==> config.mk <==
export PLATFORM = sky130hd
export DESIGN_NAME = sevenseg_scan_driver_flat
export DESIGN_NICKNAME = d
export VERILOG_FILES = /design/src/rtl/sevenseg_scan_driver_if.sv /design/src/rtl/sevenseg_scan_driver.sv /design/src/flat_wrapper.sv
export SDC_FILE = /design/constraint.sdc
export NUM_CORES = 1
export LEC_CHECK = 0
export BUFFER_PORTS_ARGS = -buffer_cell sky130_fd_sc_hd__buf_2
export CORE_MARGIN = 2
export CORE_UTILIZATION = 51
export CTS_CLUSTER_SIZE = 16
export DETAILED_ROUTE_END_ITERATION = 10
export PLACE_DENSITY = 0.79
export RECOVER_POWER = 50
export SLEW_MARGIN = 30
export SYNTH_ARGS = -nofsm -noshare
export SYNTH_HDL_FRONTEND = slang
export SYNTH_SLANG_ARGS = --single-unit
==> constraint.sdc <==
create_clock -name clk -period 8.9 [get_ports clk]
set_input_delay 0.445 -clock clk [delete_from_list [all_inputs] [get_ports clk]]
set_output_delay 0.445 -clock clk [all_outputs]
set_load 0.02 [all_outputs]
==> src/rtl/sevenseg_scan_driver_if.sv <==
// Display-value and pin bundle between the datapath, the scan driver and the board.
interface sevenseg_scan_driver_if #(
    parameter int unsigned DIGITS = 4
);
    logic [4*DIGITS-1:0] value;
    logic [DIGITS-1:0]   dp;
    logic                load;
    logic                enable;
    logic [DIGITS-1:0]   AN;
    logic [6:0]          SEG;
    logic                DP;
    logic                frame_tick;

    modport master (
        output value, dp, load, enable,
        input  AN, SEG, DP, frame_tick
    );

    modport slave (
        input  value, dp, load, enable,
        output AN, SEG, DP, frame_tick
    );
endinterface

==> src/rtl/sevenseg_scan_driver.sv <==
// Time-multiplexed hex driver for common-anode seven-segment banks with
// tear-free (frame-boundary) value updates and leading-zero blanking.
module sevenseg_scan_driver #(
    parameter int unsigned DIGITS      = 4,
    parameter int unsigned REFRESH_DIV = 100000,
    parameter int unsigned BLANK_LZ    = 1
) (
    input logic clk,
    input logic rst,
    sevenseg_scan_driver_if.slave bus
);
    localparam int unsigned VAL_W = 4 * DIGITS;
    localparam int unsigned IDX_W = (DIGITS > 1) ? $clog2(DIGITS) : 1;
    localparam int unsigned DIV_W = $clog2(REFRESH_DIV);
    localparam logic [DIV_W-1:0] DIV_LAST = DIV_W'(REFRESH_DIV - 1);
    localparam logic [IDX_W-1:0] IDX_LAST = IDX_W'(DIGITS - 1);

    logic [DIV_W-1:0]  div_q, div_d;
    logic [IDX_W-1:0]  idx_q, idx_d;
    logic [VAL_W-1:0]  pend_val_q, pend_val_d, act_val_q, act_val_d;
    logic [DIGITS-1:0] pend_dp_q, pend_dp_d, act_dp_q, act_dp_d;
    logic [DIGITS-1:0] an_q, an_d;
    logic [6:0]        seg_q, seg_d;
    logic              dp_out_q, dp_out_d;
    logic              frame_tick_q, frame_tick_d;

    logic              boundary_c;
    logic [3:0]        nib_c;
    logic              dp_sel_c;
    logic              upper_nz_c;
    logic              blank_c;

    function automatic logic [6:0] hex_to_seg(input logic [3:0] n);
        logic [6:0] s;
        case (n)
            4'h0: s = 7'b1000000;
            4'h1: s = 7'b1111001;
            4'h2: s = 7'b0100100;
            4'h3: s = 7'b0110000;
            4'h4: s = 7'b0011001;
            4'h5: s = 7'b0010010;
            4'h6: s = 7'b0000010;
            4'h7: s = 7'b1111000;
            4'h8: s = 7'b0000000;
            4'h9: s = 7'b0010000;
            4'hA: s = 7'b0001000;
            4'hB: s = 7'b0000011;
            4'hC: s = 7'b1000110;
            4'hD: s = 7'b0100001;
            4'hE: s = 7'b0000110;
            default: s = 7'b0001110;
        endcase
        return s;
    endfunction

    // Scan counters, pending capture and frame-boundary transfer.
    always_comb begin
        div_d      = div_q;
        idx_d      = idx_q;
        pend_val_d = pend_val_q;
        pend_dp_d  = pend_dp_q;
        act_val_d  = act_val_q;
        act_dp_d   = act_dp_q;
        boundary_c = 1'b0;

        if (bus.load) begin
            pend_val_d = bus.value;
            pend_dp_d  = bus.dp;
        end

        if (bus.enable) begin
            if (div_q == DIV_LAST) begin
                div_d = '0;
                if (idx_q == IDX_LAST) begin
                    idx_d      = '0;
                    boundary_c = 1'b1;
                    // Old pending value wins when a load lands on the boundary.
                    act_val_d  = pend_val_q;
                    act_dp_d   = pend_dp_q;
                end else begin
                    idx_d = idx_q + 1'b1;
                end
            end else begin
                div_d = div_q + 1'b1;
            end
        end
    end

    // Outputs decode the slot being entered so frame_tick lines up with new digit 0.
    always_comb begin
        nib_c      = 4'h0;
        dp_sel_c   = 1'b0;
        upper_nz_c = 1'b0;
        an_d       = '1;
        seg_d      = 7'h7F;
        dp_out_d   = 1'b1;
        frame_tick_d = boundary_c;

        for (int i = 0; i < DIGITS; i++) begin
            if (idx_d == IDX_W'(i)) begin
                nib_c    = act_val_d[4*i +: 4];
                dp_sel_c = act_dp_d[i];
            end
            if ((IDX_W'(i) >= idx_d) && (act_val_d[4*i +: 4] != 4'h0)) begin
                upper_nz_c = 1'b1;
            end
        end
        blank_c = (BLANK_LZ != 0) && (idx_d != '0) && !upper_nz_c;

        if (bus.enable) begin
            if (!blank_c || dp_sel_c) begin
                an_d = ~(DIGITS'(1) << idx_d);
            end
            if (!blank_c) begin
                seg_d = hex_to_seg(nib_c);
            end
            dp_out_d = ~dp_sel_c;
        end
    end

    always_ff @(posedge clk) begin
        if (rst) begin
            div_q        <= '0;
            idx_q        <= '0;
            pend_val_q   <= '0;
            pend_dp_q    <= '0;
            act_val_q    <= '0;
            act_dp_q     <= '0;
            an_q         <= '1;
            seg_q        <= 7'h7F;
            dp_out_q     <= 1'b1;
            frame_tick_q <= 1'b0;
        end else begin
            div_q        <= div_d;
            idx_q        <= idx_d;
            pend_val_q   <= pend_val_d;
            pend_dp_q    <= pend_dp_d;
            act_val_q    <= act_val_d;
            act_dp_q     <= act_dp_d;
            an_q         <= an_d;
            seg_q        <= seg_d;
            dp_out_q     <= dp_out_d;
            frame_tick_q <= frame_tick_d;
        end
    end

    assign bus.AN         = an_q;
    assign bus.SEG        = seg_q;
    assign bus.DP         = dp_out_q;
    assign bus.frame_tick = frame_tick_q;
endmodule

==> src/flat_wrapper.sv <==
// flat-port wrapper written by rule: the top's interface ports become plain ports
module sevenseg_scan_driver_flat 
#(
    parameter int unsigned DIGITS      = 4,
    parameter int unsigned REFRESH_DIV = 100000,
    parameter int unsigned BLANK_LZ    = 1
)
  (clk, rst, bus_value, bus_dp, bus_load, bus_enable, bus_AN, bus_SEG, bus_DP, bus_frame_tick);
  sevenseg_scan_driver_if #(.DIGITS(DIGITS)) bus_i ();
  input logic clk;
  input logic rst;
  input wire logic [$bits(bus_i.value)-1:0] bus_value;
  input wire logic [$bits(bus_i.dp)-1:0] bus_dp;
  input wire logic [$bits(bus_i.load)-1:0] bus_load;
  input wire logic [$bits(bus_i.enable)-1:0] bus_enable;
  output wire logic [$bits(bus_i.AN)-1:0] bus_AN;
  output wire logic [$bits(bus_i.SEG)-1:0] bus_SEG;
  output wire logic [$bits(bus_i.DP)-1:0] bus_DP;
  output wire logic [$bits(bus_i.frame_tick)-1:0] bus_frame_tick;
  assign bus_i.value = bus_value;
  assign bus_i.dp = bus_dp;
  assign bus_i.load = bus_load;
  assign bus_i.enable = bus_enable;
  assign bus_AN = bus_i.AN;
  assign bus_SEG = bus_i.SEG;
  assign bus_DP = bus_i.DP;
  assign bus_frame_tick = bus_i.frame_tick;
  sevenseg_scan_driver #(.DIGITS(DIGITS), .REFRESH_DIV(REFRESH_DIV), .BLANK_LZ(BLANK_LZ)) u_core (.clk(clk), .rst(rst), .bus(bus_i));
endmodule
==> flow_metrics.tcl <==
set metrics [dict create \
    outcome "complete, but fails checks" \
    violations "max-capacitance violations, max-slew violations" \
    vias 2845 \
    post-route-period-util_pct 43.2 \
    die_x_um 85.9 \
    area_growth_pct 11.4 \
    postSynthNetCount 410 \
    yosysWarnings 0 \
    syn_avg_cell_area_um2 9.01 \
    clockBufferDepth 2 \
    wire_per_inst_um 14.8 \
    setup_viol 0 \
    synth_top_area_share_pct 42.1 \
    grt_util_all_layers_pct 20.9 \
    ys.flop_type "dfxtp_1" \
    period_minus_slack_ns 3.85 \
    io_pins 37 \
    grt_max_degree 50 \
    fp.dieArea_um2 7380 \
    whs_ns 0.314 \
    diodes 0 \
    synth-seq-cells 72 \
    ant_nets 0 \
    seq_area_frac_synth_pct 42.1 \
    htreeDepth 3 \
    cts_sinks 72 \
    path_max_fanout 15 \
    seqCellArea_um2 1440 \
    maxCapViolCount 1 \
    ir_drop_v 0.000115 \
    synth_edf_count 0 \
    clkTransAtPathRegs_ns 0.08 \
    root_buffer "clkbuf_8" \
    grt_pass1_vias 2641 \
    required_ns 9.13 \
    worst-slew-pin-transition_ns 1.98 \
    gp_congestion 0.896 \
    numCtsBuffers 9 \
    finalMaxSlewViolations 50 \
    hold_class "in2reg" \
    clock_skew_ns 0.0111 \
    fillerInstances 570 \
    slew_headroom_pct -31.9 \
    cts_setup_buffers 0 \
    synth_cell_types 54 \
    grt_setup_unrepaired "false" \
    power_density_nw_per_um2 163 \
    fp.dieH_um 85.9 \
    pre_cts_slack_ns 5.06 \
    synthTopCellsByArea "dfxtp_1, mux2i_1, nand2_1" \
    vias_per_cell 5.77 \
    fin_cells 493 \
    drive_gt1_share_pct 13.7 \
    cts_hold_buf 0 \
    drc 0 \
    crit_type "reg2reg" \
    postLayoutCellArea_um2 3810 \
    drtIter0Drc 123 \
    io_buffers 36 \
    crit_path_start_kind "flip-flop" \
    wirelength_mm 7.28 \
    place_area_um2 3640 \
    arrival_ns 4.08 \
    synthCells 380 \
    cts_resized 0 \
    max_freq_mhz 260 \
    multi_input_area_um2 1890 \
    core_um2 6420 \
    cts_tree "done" \
    place_inst 478 \
    hold_viol 0 \
    synth_area_um2 3420 \
    drt_first_pass_iters 7 \
    rows 29 \
    setup-tns-final_ns 0 \
    grt.overflow.total 0 \
    async_reset_ff_share_pct 0 \
    start_util_pct 53.3 \
    hpwl_mm 5.18 \
    fin_ws_ns 5.05 \
    synth_top_area_cell "dfxtp_1" \
    final_nets 442 \
    antenna_found_initial 0 \
    p_leak_nw 1.49 \
    clkLatencyLatePin_ns 0.36 \
    grt_pass1_wl_mm 12.3 \
    cp-end-kind "flip-flop" \
]
[path summary, 6_finish.rpt]
path / startpoint / endpoint / slack [ns] / depth (start not counted)
worst max register to register: u_core.div_q[0] / u_core.bus.SEG[3] / 5.05 / 11
worst min-delay path: bus_value[14] / u_core.pend_val_q[14] / 0.31 / 3
worst max-delay path: u_core.div_q[0] / u_core.bus.SEG[3] / 5.05 / 11
worst min register to register: u_core.pend_val_q[5] / u_core.act_val_q[5] / 0.47 / 2
[placed cells by master (no fill, tap or decap), types with 2 or more instances in the layout]
cell type / Yosys / routed
a32o_1: 2 / 2
inv_1: 5 / 5
o21ai_0: 9 / 9
mux2_2: 6 / 6
nor2_1: 51 / 51
mux2i_1: 34 / 34
nand2b_1: 4 / 4
and3_1: 2 / 2
clkinv_2: 0 / 2
and4_1: 4 / 4
dfxtp_1: 72 / 72
nand3_1: 9 / 9
nor2b_1: 2 / 2
mux4_2: 2 / 2
mux2i_2: 2 / 2
nand2_1: 54 / 54
o2111ai_1: 2 / 2
o21a_1: 2 / 2
o221ai_1: 3 / 3
xor2_1: 10 / 10
nor3_1: 4 / 4
a21oi_1: 27 / 27
o311ai_0: 2 / 2
nand4_1: 8 / 8
mux2_4: 2 / 2
clkbuf_1: 13 / 15
nor4_1: 6 / 6
or3_1: 4 / 4
xnor2_1: 4 / 4
clkbuf_8: 0 / 10
o211ai_1: 3 / 3
and2_1: 2 / 2
buf_2: 2 / 22
ha_1: 6 / 6
[stage by stage]
stage,total power [mW],utilization (%)
after detailed placement,0.372,56.7
after global placement,0.371,56.7
after floorplan,0.361,-
after global routing,0.645,59.4
final,0.623,59.4
after CTS,0.628,59.7
[power breakdown]
group | switching (mW) | total [mW] | internal [mW]
Clock | 0.124 | 0.259 | 0.135
Sequential | 0.00552 | 0.335 | 0.330
Combinational | 0.0164 | 0.0289 | 0.0126
[area by class of cell]
type | count | area share, %
Clock inverter | 5 | 1.48
Inverter | 5 | 0.492
Timing Repair Buffer | 38 | 4.56
Sequential cell | 72 | 37.8
Clock buffer | 10 | 3.61
Tap cell | 77 | 2.53
Multi-Input combinational cell | 286 | 49.5
[Yosys cell counts, types with 3 or more instances]
master,count
and4_1,4
dfxtp_1,72
o21ai_0,9
xor2_1,10
mux2_2,6
nor3_1,4
o221ai_1,3
xnor2_1,4
nand3_1,9
nor4_1,6
nand4_1,8
a21oi_1,27
clkbuf_1,13
nor2_1,51
or3_1,4
o211ai_1,3
nand2_1,54
mux2i_1,34
ha_1,6
inv_1,5
nand2b_1,4
[sequential cells by signal, indices dropped and copies added, names as in the netlist]
name,flops
u_core.div_q,17
u_core.bus.SEG,7
u_core.bus.DP,1
u_core.idx_q,2
u_core.bus.AN,4
u_core.act_dp_q,4
u_core.pend_val_q,16
u_core.pend_dp_q,4
u_core.bus.frame_tick,1
u_core.act_val_q,16
[per-layer routing]
| layer | vias up | GRT usage [%] | part of all wire, % |
|---|---|---|---|
| li1 | 1423 | - | - |
| met1 | 1318 | 26.8 | 46 |
| met2 | 84 | 31.9 | 46 |
| met3 | 20 | 6.35 | 4.9 |
| met4 | 0 | 9.96 | 2.9 |
| met5 | - | 0 | 0 |
[worst max-delay path: stages, from the launching register on]
cell and delay (ns):
dfxtp_1 0.36, ha_1 0.23, nand4_1 0.19, nor3b_4 0.29, nand2_2 0.25, mux2i_2 0.57, mux2_2 0.43, mux2i_1 0.24
inv_1 0.10, ha_1 0.25, mux4_1 0.49, or3_1 0.31
[cell families after synthesis]
kind of cell | count (synthesis) | synth area share (%)
adder cells (fa/ha/maj) | 6 | 2.19
AO/OA/AOI/OAI | 60 | 11.2
buffers and inverters | 22 | 2.70
flip-flops | 72 | 42.1
multiplexers | 47 | 15.7
XOR/XNOR | 14 | 3.58
AND/OR/NAND/NOR | 159 | 22.6
(Power assumes the default switching activity.)
